### config.mk
export PLATFORM = sky130hd
export DESIGN_NAME = maxnet_controller
export DESIGN_NICKNAME = d
export VERILOG_FILES = /design/src/rtl/maxnet_controller.sv
export SDC_FILE = /design/constraint.sdc
export NUM_CORES = 1
export LEC_CHECK = 0
export CORE_AREA = 2 2 56 58
export CTS_BUF_LIST = sky130_fd_sc_hd__clkbuf_4 sky130_fd_sc_hd__clkbuf_8
export CTS_CLUSTER_SIZE = 14
export DETAILED_ROUTE_END_ITERATION = 16
export DIE_AREA = 0 0 58 60
export PLACE_DENSITY = 0.61
export SYNTH_ARGS = -nofsm -noshare
export SYNTH_HDL_FRONTEND = slang
export SYNTH_SLANG_ARGS = --single-unit
### constraint.sdc
create_clock -name clk -period 1.9 [get_ports clk]
set_input_delay 0.38 -clock clk [delete_from_list [all_inputs] [get_ports clk]]
set_output_delay 0.38 -clock clk [all_outputs]
set_load 0.1 [all_outputs]
### src/rtl/maxnet_controller.sv
// Sequencing FSM for the 4-neuron MaxNet datapath: load, then compute/update until one neuron wins.
// Optional iteration cap enabled by defining MAXNET_ITER_LIMIT_EN.
module maxnet_controller #(
  parameter int unsigned ITER_W      = 4,
  parameter int unsigned CALC_CYCLES = 1,
  parameter int unsigned MAX_ITER    = 15
) (
  input  logic              clk,
  input  logic              rst,
  input  logic              start,
  input  logic [3:0]        active,
  output logic              sel_mem,
  output logic              ld_reg,
  output logic              busy,
  output logic              done,
  output logic              none,
  output logic              error,
  output logic [1:0]        winner,
  output logic [ITER_W-1:0] iter_count
);

  localparam int unsigned CntW = 4;

  if (CALC_CYCLES < 1 || CALC_CYCLES > 15) begin : g_bad_calc_cycles
    $error("CALC_CYCLES must be in 1..15");
  end
  if (MAX_ITER >= (1 << ITER_W)) begin : g_bad_max_iter
    $error("MAX_ITER must fit in ITER_W bits");
  end

  typedef enum logic [2:0] {
    StIdle,
    StLoad,
    StCheck,
    StCalc,
    StUpdate,
    StDone
  } state_e;

  state_e            state_q, state_d;
  logic [CntW-1:0]   cnt_q, cnt_d;
  logic [ITER_W-1:0] iter_q, iter_d;
  logic [1:0]        winner_q, winner_d;
  logic              none_q, none_d;
  logic              error_q, error_d;
  logic              sel_mem_q, sel_mem_d;
  logic              ld_reg_q, ld_reg_d;
  logic              busy_q, busy_d;
  logic              done_q, done_d;

  logic              at_most_one;
  logic [1:0]        low_idx;
  logic              cap_hit;

  // Clearing the lowest set bit leaves zero iff popcount <= 1.
  assign at_most_one = ((active & (active - 4'd1)) == 4'd0);

  always_comb begin
    low_idx = 2'd0;
    if (active[0])      low_idx = 2'd0;
    else if (active[1]) low_idx = 2'd1;
    else if (active[2]) low_idx = 2'd2;
    else if (active[3]) low_idx = 2'd3;
  end

`ifdef MAXNET_ITER_LIMIT_EN
  assign cap_hit = (iter_q == ITER_W'(MAX_ITER));
`else
  assign cap_hit = 1'b0;
`endif

  always_comb begin
    state_d  = state_q;
    cnt_d    = cnt_q;
    iter_d   = iter_q;
    winner_d = winner_q;
    none_d   = none_q;
    error_d  = error_q;

    unique case (state_q)
      StIdle, StDone: begin
        if (start) begin
          // Results clear on the edge that enters LOAD so done drops with them.
          state_d  = StLoad;
          iter_d   = '0;
          winner_d = 2'd0;
          none_d   = 1'b0;
          error_d  = 1'b0;
        end
      end
      StLoad: begin
        state_d = StCheck;
      end
      StCheck: begin
        if (at_most_one) begin
          state_d  = StDone;
          winner_d = low_idx;
          none_d   = (active == 4'd0);
        end else if (cap_hit) begin
          state_d  = StDone;
          error_d  = 1'b1;
        end else begin
          state_d  = StCalc;
          cnt_d    = CntW'(CALC_CYCLES - 1);
        end
      end
      StCalc: begin
        if (cnt_q == '0) begin
          state_d = StUpdate;
        end else begin
          cnt_d = cnt_q - 1'b1;
        end
      end
      StUpdate: begin
        state_d = StCheck;
        if (iter_q != '1) begin
          iter_d = iter_q + 1'b1;
        end
      end
      default: begin
        state_d = StIdle;
      end
    endcase
  end

  // Control outputs are registered from the next state so they line up with state_q.
  always_comb begin
    sel_mem_d = (state_d == StLoad);
    ld_reg_d  = (state_d == StLoad) || (state_d == StUpdate);
    busy_d    = (state_d != StIdle) && (state_d != StDone);
    done_d    = (state_d == StDone);
  end

  always_ff @(posedge clk) begin
    if (rst) begin
      state_q   <= StIdle;
      cnt_q     <= '0;
      iter_q    <= '0;
      winner_q  <= 2'd0;
      none_q    <= 1'b0;
      error_q   <= 1'b0;
      sel_mem_q <= 1'b0;
      ld_reg_q  <= 1'b0;
      busy_q    <= 1'b0;
      done_q    <= 1'b0;
    end else begin
      state_q   <= state_d;
      cnt_q     <= cnt_d;
      iter_q    <= iter_d;
      winner_q  <= winner_d;
      none_q    <= none_d;
      error_q   <= error_d;
      sel_mem_q <= sel_mem_d;
      ld_reg_q  <= ld_reg_d;
      busy_q    <= busy_d;
      done_q    <= done_d;
    end
  end

  assign sel_mem    = sel_mem_q;
  assign ld_reg     = ld_reg_q;
  assign busy       = busy_q;
  assign done       = done_q;
  assign none       = none_q;
  assign winner     = winner_q;
  assign iter_count = iter_q;

`ifdef MAXNET_ITER_LIMIT_EN
  assign error = error_q;
`else
  assign error = 1'b0;
`endif

endmodule

# Yosys cells after proc, flatten, opt, wreduce, memory -nomap -nowiden
# Cells that the tools add are included.
# totals
ff_bits	18
input_bits	7
out_inout_bits	12
word_cells	63
# classes
n_addsub	3
n_eq_ne	15
muxes	20
bitwise_logic	1
n_reduce_logical	15
# op_table
cell	n
$mux 4	4
$pmux 4 s2	2
$eq 3x3->1 const B	4
$logic_not 4->1	3
$mux 2	6
$pmux 3 s4	1
$ne 2x2->1 const B	5
$mux 3	3
$reduce_and 3->1	3
$sub 4x1->4 const B	2
$eq 3x1->1 const B	2
$eq 3x2->1 const B	2
$reduce_bool 2->1	3
$add 4x1->4 const B	1
$and 4x4->4	1
$ne 4x4->1 const B	1
$pmux 2 s2	1
$reduce_or 2->1	2
$logic_not 3->1	1
$ne 3x3->1 const B	1
$reduce_bool 3->1	1
$mux 1	2
$pmux 1 s2	1
$logic_and 1x1->1	1
$logic_or 1x1->1	1

# Longest topological paths before layout
# logic_depth
ltp_word	7
depth_mapped	6
mapped_depth_nobuf	6

# Worst setup path before layout
# Ideal clock, no wire load.
# synth_path
kind	reg-to-reg
startpoint	register iter_q[0] (netlist: iter_count[0])
endpoint	register iter_q[3] (netlist: iter_count[3])
setup_time_ns	0.076
arrival_ns	1.968
t_required_ns	1.824
path_slack_ns	-0.143
path_stages_with_launch	6
path_cell_list	dfxtp_1 -> ha_1 -> nand3_1 -> a22oi_1 -> o21ai_0 -> a21boi_0
# synth_between
elab_chain_len	3
# synth_rtl
item	line	source
from (decl)	42	logic [ITER_W-1:0] iter_q, iter_d;
from (signal assigned)	149	iter_q <= iter_d;
$add 4x1->4 or $ne 4x4->1 (tied branches)	117, 116	
$mux 4 or $ne 2x2->1 (tied branches)	-	
$pmux 4 s2 or $reduce_and 3->1 (tied branches)	-	
# Parallel ways exist; a longest one is shown, timed or not. The select of a mux whose other input is x is not followed.
# A chain may end at the register's enable or synchronous reset.

# Final worst setup path
# layout_path
startpoint	register cnt_q[1]
endpoint	register sel_mem_q (netlist: sel_mem)
# layout_between
elab_chain_len	4
# layout_rtl
item	line	source
from (decl)	41	logic [CntW-1:0] cnt_q, cnt_d;
from (signal assigned)	148	cnt_q <= cnt_d;
$logic_not 4->1	108	if (cnt_q == '0) begin
$mux 3	108	
$pmux 3 s4	80	unique case (state_q)
$eq 3x1->1	128	sel_mem_d = (state_d == StLoad);
to (signal assigned)	153	sel_mem_q <= sel_mem_d;
to (decl)	46	logic sel_mem_q, sel_mem_d;
# No other way between the ends.

==> impl_metrics.env <==
export IMPL_grt_max_degree=14
export IMPL_syn_inst=117
export IMPL_setup_viol=0
export IMPL_clock_sinks=18
export IMPL_min_from="winner[0]$_SDFFE_PP0P_"
export IMPL_grt_pass1_wl_um=3620
export IMPL_hold_path_class="flop to flop"
export IMPL_dieArea_um2=3480
export IMPL_yosys_area_top_type="dfxtp_1"
export IMPL_multi_input_area_um2=557
export IMPL_hold_ws_ns=0.467
export IMPL_final_max_slew_violation_count=0
export IMPL_r2r_slack_ns=0.11
export IMPL_wl_per_cell_um=12.2
export IMPL_reg2reg_from="cnt_q[1]$_SDFFE_PP0P_"
export IMPL_nFillCells=302
export IMPL_fin_skew_ns=0.00447
export IMPL_cp_required_ns=2.08
export IMPL_syn_area_um2=963
export IMPL_cp_top_family="simple AND/OR/NAND/NOR gates"
export IMPL_yosysWarnings=0
export IMPL_cts_tree="yes"
export IMPL_cp_max_fo=5
export IMPL_synth_common_cells="dfxtp_1 (18), nand2_1 (13), o21ai_0 (9), nor2_1 (8), inv_1 (7)"
export IMPL_num_antenna_cells=0
export IMPL_ys_seq_elements=18
export IMPL_synthFlopType="dfxtp_1"
export IMPL_status="finished, final reports clean"
export IMPL_cts_max_level=1
export IMPL_grt_total_usage=0.136
export IMPL_synth_cell_type_count=39
export IMPL_num_vias=949
export IMPL_via_per_inst=5.24
export IMPL_crit_cells=6
export IMPL_endpoint_kind="flop"
export IMPL_drtPass1Iterations=4
export IMPL_drc_errors=0
export IMPL_cp_cell_sequence="inv_1 -> ha_1 -> or3b_2 -> and2_1 -> o311ai_4 -> nor3b_1"
export IMPL_syn_to_final_growth_pct=35.3
export IMPL_reg2reg_depth=6
export IMPL_drive_gt1_frac=0.243
export IMPL_synth_edf_count=0
export IMPL_instances_no_fill=181
export IMPL_die_w_um=58
export IMPL_syn_avg_cell_area_um2=8.23
export IMPL_leakagePower_nw=0.517
export IMPL_grt_remaining_overflow=0
export IMPL_power_w=0.000950
export IMPL_port_buffer_count=17
export IMPL_dp_cells=177
export IMPL_max_cap_violations=0
export IMPL_drt_total_wl_um=2210
export IMPL_crit_type="flop to flop"
export IMPL_grt_pass1_vias=829
export IMPL_cp_buffers_inverters=1
export IMPL_root_buffer="clkbuf_4"
export IMPL_ir_worst_vdd_mv=0.336
export IMPL_power_density_nw_per_um2=729
export IMPL_crit_start="cnt_q[1]$_SDFFE_PP0P_"
export IMPL_core_area_um2=2900
export IMPL_globalplace_congestion=0.807
export IMPL_fmax_mhz=559
export IMPL_regArea_um2=363
export IMPL_path_clk_slew_ns=0.11
export IMPL_clock_path_buffers=2
export IMPL_critPathCapture="sel_mem$_SDFF_PP0_"
export IMPL_synth_top_cell_area_share=0.374
export IMPL_rsz0062_at_grt="false"
export IMPL_syn_num_nets=126
export IMPL_r2r_end="sel_mem$_SDFF_PP0_"
export IMPL_synth_area_top_cells="dfxtp_1 (37%), nand2_1 (5.1%), o21ai_0 (4.7%)"
export IMPL_timing_final_crit_share=0.942
export IMPL_drtAntennaViolNets=0
export IMPL_finalWorstPathRequiredPeriod_ns=1.79
export IMPL_rows=20
export IMPL_cts_buffers_inserted=3
export IMPL_crit_path_max_incr_delay_ns=0.51
export IMPL_ios=19
export IMPL_hold_violations=0
export IMPL_arrival_ns=1.97
export IMPL_cp_start_kind="flop"
export IMPL_slowest_stage="or3b_2"
export IMPL_seq_area_frac_synth=0.374
export IMPL_final_nets=158
export IMPL_async_flop_share=0
export IMPL_die_h_um=60
export IMPL_initial_core_util=0.332
export IMPL_antenna_found_initial=0
export IMPL_worstSkewPairLatency_ns=0.29
export IMPL_drt_iter0_drc=19
export IMPL_yosysMostFrequentCell="dfxtp_1"
export IMPL_place_hpwl_um=1650
[timing repair]
action,in CTS,in global routing
setup buffers,0,0
resized for setup,0,1
endpoints found under the setup margin,0,1
hold buffers,0,0
[layout by cell type, fill, tap and decap left out, types with 2 or more instances in the layout]
master,n
nor2_1,8
mux2i_1,3
nand2_1,13
o21ai_0,9
inv_1,7
xor2_1,2
a211o_1,2
a21oi_1,6
dfxtp_1,16
buf_4,24
or3_1,2
clkdlybuf4s50_1,6
clkbuf_4,3
nor3b_1,2
nand3_1,6
dfxtp_2,2
a31oi_1,2
nor3_1,5
and2_1,3
ha_1,2
a21boi_0,2
buf_12,2
o32ai_1,2
[power by group]
part / internal, W / leakage [nW] / switching, W
logic: 0.000107 / 0.349 / 0.000190
clock network: 0.000117 / 0.0210 / 0.000124
registers: 0.000396 / 0.147 / 0.0000170
[worst reg2reg max path: stages, from the launching register on]
cell and delay (ns):
dfxtp_1 0.34, inv_1 0.05, ha_1 0.16, or3b_2 0.51
and2_1 0.22, o311ai_4 0.31, nor3b_1 0.08
[cell families (layout without fill, tap and decap cells)]
logic type / Yosys count / after routing / share of synthesized area
muxes: 3 / 3 / 0.0312
xor gates and xnor gates: 3 / 3 / 0.0273
AOI/OAI and AO/OA: 31 / 31 / 0.222
and+or+nand+nor: 47 / 47 / 0.257
adders and majority gates: 2 / 2 / 0.0260
buffers and inverters: 12 / 43 / 0.0584
DFF: 18 / 18 / 0.374
other: 1 / 1 / 0.00389
[through the flow]
stage          setup slack [ns]  utilization  area, um^2  TNS, ns
6_report                  0.111        0.449        1300        0
5_1_grt                 0.00408        0.449        1300        0
4_1_cts                  0.0821        0.446        1290        0
3_5_place_dp            -0.0561        0.433        1260   -0.210
3_3_place_gp            -0.0376        0.433        1260  -0.0811
2_1_floorplan            0.0515            -         966        0
[area by class of cell]
type	count	area share
clock buffer	4	0.0278
inverter	7	0.0202
multi-input combinational	87	0.427
sequential	18	0.278
tap	33	0.0317
timing repair buffer	32	0.215
[worst min path at each step]
stage / cells after the start / slack [ns] / endpoint
5_1_grt: 2 / 0.48 / winner[0]$_SDFFE_PP0P_
4_1_cts: 2 / 0.47 / winner[0]$_SDFFE_PP0P_
3_5_place_dp: 2 / 0.45 / winner[0]$_SDFFE_PP0P_
2_1_floorplan: 2 / 0.46 / cnt_q[1]$_SDFFE_PP0P_
3_3_place_gp: 2 / 0.45 / winner[1]$_SDFFE_PP0P_
6_report: 2 / 0.47 / winner[0]$_SDFFE_PP0P_
[metal layers]
metal | part of all wire | wire length, um | GRT usage | vias up
li1 | - | - | - | 479
met1 | 0.46 | 1010 | 0.171 | 445
met2 | 0.49 | 1080 | 0.232 | 23
met3 | 0.047 | 104 | 0.0303 | 2
met4 | 0.0036 | 8 | 0.0399 | 0
met5 | 0 | 0 | 0 | -
Note: power is estimated with default switching activity, not from simulation.
